File: src/rtl/dualport_ram_be.sv
// Dual-port synchronous RAM with byte-lane write enables.
// Two masters share one array on a single clock. After reset, a sequencer
// zero-fills the whole array before any access is accepted.
// Same-address writes are merged lane by lane, and the merge is flagged.
// Read data leaves through one register stage, or two when OUT_REG is set.
module dualport_ram_be #(
  parameter int DATA_WIDTH = 32,
  parameter int ADDR_WIDTH = 4,
  parameter int DEPTH      = 16,
  parameter int RDW_MODE   = 0,
  parameter int OUT_REG    = 0,
  parameter int WR_PRIO    = 0
) (
  input  logic                    clk,
  input  logic                    rst_n,
  input  logic                    ce,
  input  logic                    en_a,
  input  logic                    en_b,
  input  logic [DATA_WIDTH/8-1:0] we_a,
  input  logic [DATA_WIDTH/8-1:0] we_b,
  input  logic [ADDR_WIDTH-1:0]   addr_a,
  input  logic [ADDR_WIDTH-1:0]   addr_b,
  input  logic [DATA_WIDTH-1:0]   wdata_a,
  input  logic [DATA_WIDTH-1:0]   wdata_b,
  output logic [DATA_WIDTH-1:0]   rdata_a,
  output logic [DATA_WIDTH-1:0]   rdata_b,
  output logic                    rvalid_a,
  output logic                    rvalid_b,
  output logic                    collision,
  output logic                    busy
);

  localparam int NB = DATA_WIDTH / 8;
  localparam logic [ADDR_WIDTH:0]   DEPTH_L   = (ADDR_WIDTH + 1)'(DEPTH);
  localparam logic [ADDR_WIDTH-1:0] LAST_ADDR = ADDR_WIDTH'(DEPTH - 1);

  typedef enum logic {
    CLEAR = 1'b0,
    RUN   = 1'b1
  } state_t;

  state_t                  state_q;
  state_t                  state_d;
  logic [ADDR_WIDTH-1:0]   clr_ptr;
  logic                    clr_we;

  logic [DATA_WIDTH-1:0]   mem [DEPTH];

  logic                    acc_a;
  logic                    acc_b;
  logic                    inr_a;
  logic                    inr_b;
  logic                    wr_a;
  logic                    wr_b;
  logic                    coll;
  logic [NB-1:0]           lane_a;
  logic [NB-1:0]           lane_b;
  logic [DATA_WIDTH-1:0]   rd_a;
  logic [DATA_WIDTH-1:0]   rd_b;

  logic                    vld_a_p0;
  logic                    vld_b_p0;
  logic [DATA_WIDTH-1:0]   rdata_a_p0;
  logic [DATA_WIDTH-1:0]   rdata_b_p0;
  logic                    coll_p0;

  // Selects the byte returned for one lane: own write data when write-first
  // applies to that lane, otherwise the stored byte.
  function automatic logic [7:0] rdw_byte(input logic own_we,
                                          input logic [7:0] old_byte,
                                          input logic [7:0] new_byte);
    logic [7:0] b;
    b = old_byte;
    if ((RDW_MODE != 0) && own_we) b = new_byte;
    return b;
  endfunction

  // Sequencer state register: reset always restarts the zero-fill.
  always_ff @(posedge clk) begin
    if (!rst_n) state_q <= CLEAR;
    else        state_q <= state_d;
  end

  // Sequencer next state: leave CLEAR on the edge that zeroes the last word.
  always_comb begin
    state_d = state_q;
    if ((state_q == CLEAR) && (clr_ptr == LAST_ADDR)) state_d = RUN;
  end

  // Sequencer outputs: busy for the whole fill, clear strobe only out of reset.
  always_comb begin
    busy   = (state_q == CLEAR);
    clr_we = (state_q == CLEAR) && rst_n;
  end

  // Clear pointer walks the array once per fill.
  always_ff @(posedge clk) begin
    if (!rst_n)      clr_ptr <= '0;
    else if (clr_we) clr_ptr <= clr_ptr + 1'b1;
  end

  // Access qualification, collision detect and per-lane write arbitration.
  always_comb begin
    acc_a  = (state_q == RUN) && rst_n && ce && en_a;
    acc_b  = (state_q == RUN) && rst_n && ce && en_b;
    inr_a  = ({1'b0, addr_a} < DEPTH_L);
    inr_b  = ({1'b0, addr_b} < DEPTH_L);
    wr_a   = acc_a && inr_a && (|we_a);
    wr_b   = acc_b && inr_b && (|we_b);
    coll   = wr_a && wr_b && (addr_a == addr_b);
    lane_a = '0;
    lane_b = '0;
    for (int i = 0; i < NB; i++) begin
      lane_a[i] = acc_a && inr_a && we_a[i] &&
                  !(coll && we_b[i] && (WR_PRIO != 0));
      lane_b[i] = acc_b && inr_b && we_b[i] &&
                  !(coll && we_a[i] && (WR_PRIO == 0));
    end
  end

  // Read word per port; the other port's same-cycle write is never forwarded.
  always_comb begin
    rd_a = '0;
    rd_b = '0;
    if (inr_a) begin
      for (int i = 0; i < NB; i++)
        rd_a[8*i +: 8] = rdw_byte(we_a[i], mem[addr_a][8*i +: 8], wdata_a[8*i +: 8]);
    end
    if (inr_b) begin
      for (int i = 0; i < NB; i++)
        rd_b[8*i +: 8] = rdw_byte(we_b[i], mem[addr_b][8*i +: 8], wdata_b[8*i +: 8]);
    end
  end

  // Storage array: zero-fill while clearing, arbitrated lane writes in RUN.
  always_ff @(posedge clk) begin
    if (clr_we) mem[clr_ptr] <= '0;
    for (int i = 0; i < NB; i++) begin
      if (lane_a[i]) mem[addr_a][8*i +: 8] <= wdata_a[8*i +: 8];
      if (lane_b[i]) mem[addr_b][8*i +: 8] <= wdata_b[8*i +: 8];
    end
  end

  // ---- stage p0: read result register ----
  // Capture read results; data only moves when its access is accepted.
  always_ff @(posedge clk) begin
    if (!rst_n) begin
      vld_a_p0   <= 1'b0;
      vld_b_p0   <= 1'b0;
      coll_p0    <= 1'b0;
      rdata_a_p0 <= '0;
      rdata_b_p0 <= '0;
    end else if (ce) begin
      vld_a_p0 <= acc_a;
      vld_b_p0 <= acc_b;
      coll_p0  <= coll;
      if (acc_a) rdata_a_p0 <= rd_a;
      if (acc_b) rdata_b_p0 <= rd_b;
    end
  end

  // ---- stage p1: optional output register ----
  if (OUT_REG != 0) begin : g_out_reg
    logic                  vld_a_p1;
    logic                  vld_b_p1;
    logic                  coll_p1;
    logic [DATA_WIDTH-1:0] rdata_a_p1;
    logic [DATA_WIDTH-1:0] rdata_b_p1;

    // Second output stage; freezes with ce like the first.
    always_ff @(posedge clk) begin
      if (!rst_n) begin
        vld_a_p1   <= 1'b0;
        vld_b_p1   <= 1'b0;
        coll_p1    <= 1'b0;
        rdata_a_p1 <= '0;
        rdata_b_p1 <= '0;
      end else if (ce) begin
        vld_a_p1 <= vld_a_p0;
        vld_b_p1 <= vld_b_p0;
        coll_p1  <= coll_p0;
        if (vld_a_p0) rdata_a_p1 <= rdata_a_p0;
        if (vld_b_p0) rdata_b_p1 <= rdata_b_p0;
      end
    end

    assign rdata_a   = rdata_a_p1;
    assign rdata_b   = rdata_b_p1;
    assign rvalid_a  = vld_a_p1;
    assign rvalid_b  = vld_b_p1;
    assign collision = coll_p1;
  end else begin : g_no_out_reg
    assign rdata_a   = rdata_a_p0;
    assign rdata_b   = rdata_b_p0;
    assign rvalid_a  = vld_a_p0;
    assign rvalid_b  = vld_b_p0;
    assign collision = coll_p0;
  end

endmodule

File: config.mk
export PLATFORM = sky130hd
export DESIGN_NAME = dualport_ram_be
export DESIGN_NICKNAME = d
export VERILOG_FILES = /design/src/rtl/dualport_ram_be.sv
export SDC_FILE = /design/constraint.sdc
export NUM_CORES = 1
export LEC_CHECK = 0
export ABC_AREA = 0
export BUFFER_PORTS_ARGS = -buffer_cell sky130_fd_sc_hd__buf_2
export CAP_MARGIN = 20
export CORE_MARGIN = 1.5
export CORE_UTILIZATION = 58
export CTS_BUF_LIST = sky130_fd_sc_hd__clkbuf_4 sky130_fd_sc_hd__clkbuf_8
export CTS_CLUSTER_SIZE = 24
export DETAILED_ROUTE_END_ITERATION = 6
export PLACE_DENSITY_LB_ADDON = 0.15
export SLEW_MARGIN = 20
export SYNTH_ARGS = -nofsm -noshare
export SYNTH_HDL_FRONTEND = slang
export SYNTH_SLANG_ARGS = --single-unit
File: constraint.sdc
create_clock -name clk -period 2.5 [get_ports clk]
set_input_delay 0.125 -clock clk [delete_from_list [all_inputs] [get_ports clk]]
set_output_delay 0.125 -clock clk [all_outputs]
set_load 0.01 [all_outputs]
==> Word-level counts from Yosys, hierarchy flattened <==
Memories as Yosys holds them, arrays and structs flattened. A register that Yosys moved wholly into a read port is not among the register bits.
Cells that the tools add are included.
W data, S select, Z words.
{ "word_totals": {"memories": 1, "ram_bits": 512, "input_bits": 85, "ff_bits": 8, "word_cells": 68, "out_inout_bits": 68} }
{ "classes": {"bitwise": 1, "n_reduce_logical": 37, "eq_ne": 2, "addsub": 1, "n_mux": 21} }
{ "memory_table": {"columns": ["name", "words", "width", "rd", "rd_clocked_by_memory_dff", "wr", "line_no", "rtl"], "rows": [
  ["mem", 16, 32, 2, 2, 2, "47", "logic [DATA_WIDTH-1:0] mem [DEPTH];"]
]} }
{ "op_table": {"columns": ["op", "count"], "rows": [
  ["$mux W32", 1],
  ["$reduce_or A32 Y1", 1],
  ["$logic_and A1 B1 Y1", 26],
  ["$mux W1", 18],
  ["$mux W4", 2],
  ["$reduce_or A4 Y1", 2],
  ["$logic_not A1 Y1", 6],
  ["$add A4 B1 Y4 const B", 1],
  ["$eq A4 B4 Y1", 1],
  ["$eq A4 B4 Y1 const B", 1],
  ["$reduce_and A2 Y1", 2],
  ["$not A1 Y1", 1]
]} }

==> Longest topological paths before layout <==
{ "logic_depth": {"depth_word": 11, "ltp_mapped": 8, "depth_no_buf": 4} }

==> Worst setup path before layout <==
OpenSTA, ideal clock, no wires.
{ "synth_timing": {"path_type": "reg2reg", "start": "register state_q", "end": "memory mem[6][16], enable pin", "stages_incl_launch_ff": 8, "path_buffers": 4, "required_ns": 2.116, "slack_ns": -0.023, "setup_time_ns": 0.384, "arrival_ns": 2.139, "path_cell_list": "dfxtp_1 > buf_2 > and4_1 > buf_2 > clkbuf_1 > a21oi_1 > clkbuf_1 > o21ai_0"} }
{ "synth_lines": {"columns": ["item", "line_no", "rtl"], "rows": [
  ["start, declared", "42", "state_t state_q;"],
  ["start signal, assigned", "81", "else state_q <= state_d;"],
  ["end, declared", "47", null]
]} }

==> impl_metrics.yaml <==
timing:
  timing.final.setup_violations: 0
  worst-slew-pin-transition_ns: 0.762
  timing.clock.skew_ns: 0.0391
  post-route-min-period_ns: 2.47
  max_freq_mhz: 405
  slew_violations: 0
  fin_crit_share_pct: 98.8
  hold_viol: 0
  rsz0062_at_grt: "no"
  setup_tns_ns: 0
  max_slew_headroom_pct: 49.2
global_route:
  grt_antenna_before_repair: 4
  globalRouteMet3Util_pct: 8.04
  overflow: 0
  groute.layer.met1.usage_pct: 48.8
  grt_first_pass_wirelength_um: 159000
  global_route.usage.met2_pct: 56.8
  grt.total_usage_pct: 36.6
  grt_start_max_net_pins: 110
  grt-busiest-layer: "met2"
  via_count_of_the_first_global_routing_pass: 24100
layout:
  post_route_cells_drive_above_1_share_pct: 53.3
  fill_cells: 3941
  layout.cells.most_common_list: "sky130_fd_sc_hd__edfxtp_1 (512), sky130_fd_sc_hd__mux2_2 (504), sky130_fd_sc_hd__mux4_2 (229)"
  finalNetCount: 2663
  layout-area-overhead-vs-synth_pct: 17.7
  postLayoutCoreUtil_pct: 69.0
  layout.cells.most_common: "sky130_fd_sc_hd__edfxtp_1"
clock_network:
  clockRootBuffer: "sky130_fd_sc_hd__clkbuf_8"
  postCtsSetupBuffers: 0
  clkSinkCount: 584
  cts_tree: "built"
  cts_inserted_buffers: 96
  h_tree_depth_reported_by_cts: 3
  cts-root-to-sink-buffers: 3
  clock_insertion_delay_worst_skew_ns: 0.71
  path_clk_slew_ns: 0.06
synthesis:
  netlist-cell-type-count: 53
  yosys_most_used_dff: "sky130_fd_sc_hd__edfxtp_1"
  ys.warnings.count: 0
  share_of_flip_flops_with_an_asynchronous_set_or_reset_after_synthesis_pct: 0
  syn_inst: 2259
  ys_ff_latch: 584
  mean_area_per_synthesized_cell_sq_um: 14.9
  synth_edf_count: 512
  synth.cell_area_sq_um: 33800
  synth_seq_area_share_pct: 49.8
  synth_nets: 2345
outcome:
  status: "complete, no violations"
route:
  route.detailed.wl_per_inst_um: 31.8
  drt_wl_total_um: 109000
  first_iter_violations: 2711
  detailroute.via_count: 24000
  detailedRoute.firstPassIterationCount: 5
  remaining_drcs: 0
  vias_per_cell: 7.02
  final_antenna_net_count: 0
power:
  ir_worst_vdd_v: 0.000426
  cellPowerDensity_nw_per_um2: 523
  power_leakage_nw: 15.7
critical_path:
  crit_path_end_kind: "flop"
  setup.worst_path.class: "flop to flop"
  r2r-end: "mem[4][14]$_DFFE_PP_"
  cp_max_fo: 13
  worstRegToRegCells: 5
  worstPathRequired_ns: 2.94
  arrival_ns: 2.91
  r2r_setup_slack_ns: 0.03
  category_of_the_worst_setup_path_launch_point: "flop"
  worstReg2RegStart: "state_q$_SDFFE_PN0P_"
hold_path:
  min_path_type: "primary input to flop"
  worst_hold_startpoint: "wdata_b[31]"
  hold_worst_path_end: "mem[2][31]$_DFFE_PP_"
  min_delay_path_depth: 2
floorplanning:
  fp.coreArea_sq_um: 57600
  die-area_sq_um: 59700
  num_io_pins: 153
  die_x_um: 244
  start_util_pct: 58.6
  chipHeight_um: 244
  placement_rows: 88
placement:
  dp_hpwl_um: 71800
  finalWeightedCongestion: 0.969
  port_buffers: 152
job:
  timing.max_cap.violations: 0
-- per-stage QoR --
stage	hold slack (ns)	area [sq um]	cells	total power, mW	setup WS (ns)
final	0.0522	39700	3424	20.8	0.0305
after global routing	0.0473	39700	3423	21.3	0.00806
after CTS	0.00244	39700	3422	20.8	-0.0987
after detailed placement	0.444	37400	3209	12.3	-0.103
after global placement	0.433	37300	3209	12.2	-0.175
after floorplan	0.313	33800	2259	11.7	-0.00848
-- registers in the layout (all words and copies together), names as in the netlist --
signal,cells
mem,512
rdata_a,32
rdata_b,32
clr_ptr,4
collision,1
rvalid_a,1
rvalid_b,1
state_q,1
-- synth_stat cells, drive strengths merged (11+ instances only) --
cell type	count	area (sq um)
dfxtp	72	1440
o22ai	74	463
mux2i	65	651
nand4	11	81.3
nand3	31	155
edfxtp	512	15400
clkbuf	135	507
mux2	512	5800
and2	39	244
o21bai	23	173
o21ai	98	513
nand2	11	41.3
a22oi	27	203
buf	90	467
mux4	229	5160
a31oi	39	244
nor3	41	205
nor4	18	119
nand2b	11	68.8
a211oi	32	240
nor2b	40	250
o211ai	25	313
a21oi	63	571
-- timing repair --
| item | CTS | global route |
|---|---|---|
| endpoints found under the hold margin | 451 | 0 |
| gates resized for setup | 13 | 26 |
| hold buffers | 35 | 0 |
| setup endpoints to repair | 220 | 417 |
-- worst max-delay path: stages, from the launching register on --
cell and delay, ns:
sky130_fd_sc_hd__dfxtp_1 0.43, sky130_fd_sc_hd__and4_4 0.41, sky130_fd_sc_hd__and3_1 0.44, sky130_fd_sc_hd__o211ai_2 0.39, sky130_fd_sc_hd__buf_12 0.26, sky130_fd_sc_hd__mux2_2 0.27
-- logic make-up after synthesis --
group / synth area share [%]
multiplexers: 34.4
flip-flops: 49.8
AO/OA/AOI/OAI: 8.40
AND/OR/NAND/NOR: 4.23
buffers and inverters: 2.94
XOR/XNOR: 0.204
adder cells (fa/ha/maj): 0.0371
-- metal layers --
layer,wire (um),vias up
li1,-,9914
met1,40200,12200
met2,51000,1567
met3,12100,305
met4,5610,4
met5,25,-
-- cell type report --
cell class	count	area, sq um	area share (%)
Multi-Input combinational cell	1445	16000	40.4
Tap cell	765	957	2.41
Sequential cell	584	16800	42.3
Clock buffer	135	1720	4.33
Clock inverter	43	254	0.639
Timing Repair Buffer	445	3910	9.85
Inverter	5	18.8	0.0472
Antenna cell	2	5.00	0.0126
-- where the power goes --
| part | total (mW) | internal [mW] | switching [mW] |
|---|---|---|---|
| registers | 10.6 | 10.6 | 0.0468 |
| clock network | 8.65 | 4.65 | 4.00 |
| logic | 1.52 | 0.609 | 0.913 |
| total | 20.8 | 15.8 | 4.96 |
-- how the worst max path moves through the flow --
stage | startpoint | endpoint | slack [ns]
after floorplan | state_q$_SDFFE_PN0P_ | mem[3][24]$_DFFE_PP_ | -0.008
final | state_q$_SDFFE_PN0P_ | mem[4][14]$_DFFE_PP_ | 0.03
after global routing | state_q$_SDFFE_PN0P_ | mem[11][25]$_DFFE_PP_ | 0.008
after CTS | state_q$_SDFFE_PN0P_ | mem[3][14]$_DFFE_PP_ | -0.1
after detailed placement | state_q$_SDFFE_PN0P_ | mem[2][12]$_DFFE_PP_ | -0.10
after global placement | state_q$_SDFFE_PN0P_ | mem[14][11]$_DFFE_PP_ | -0.17
(Power assumes the default switching activity.)
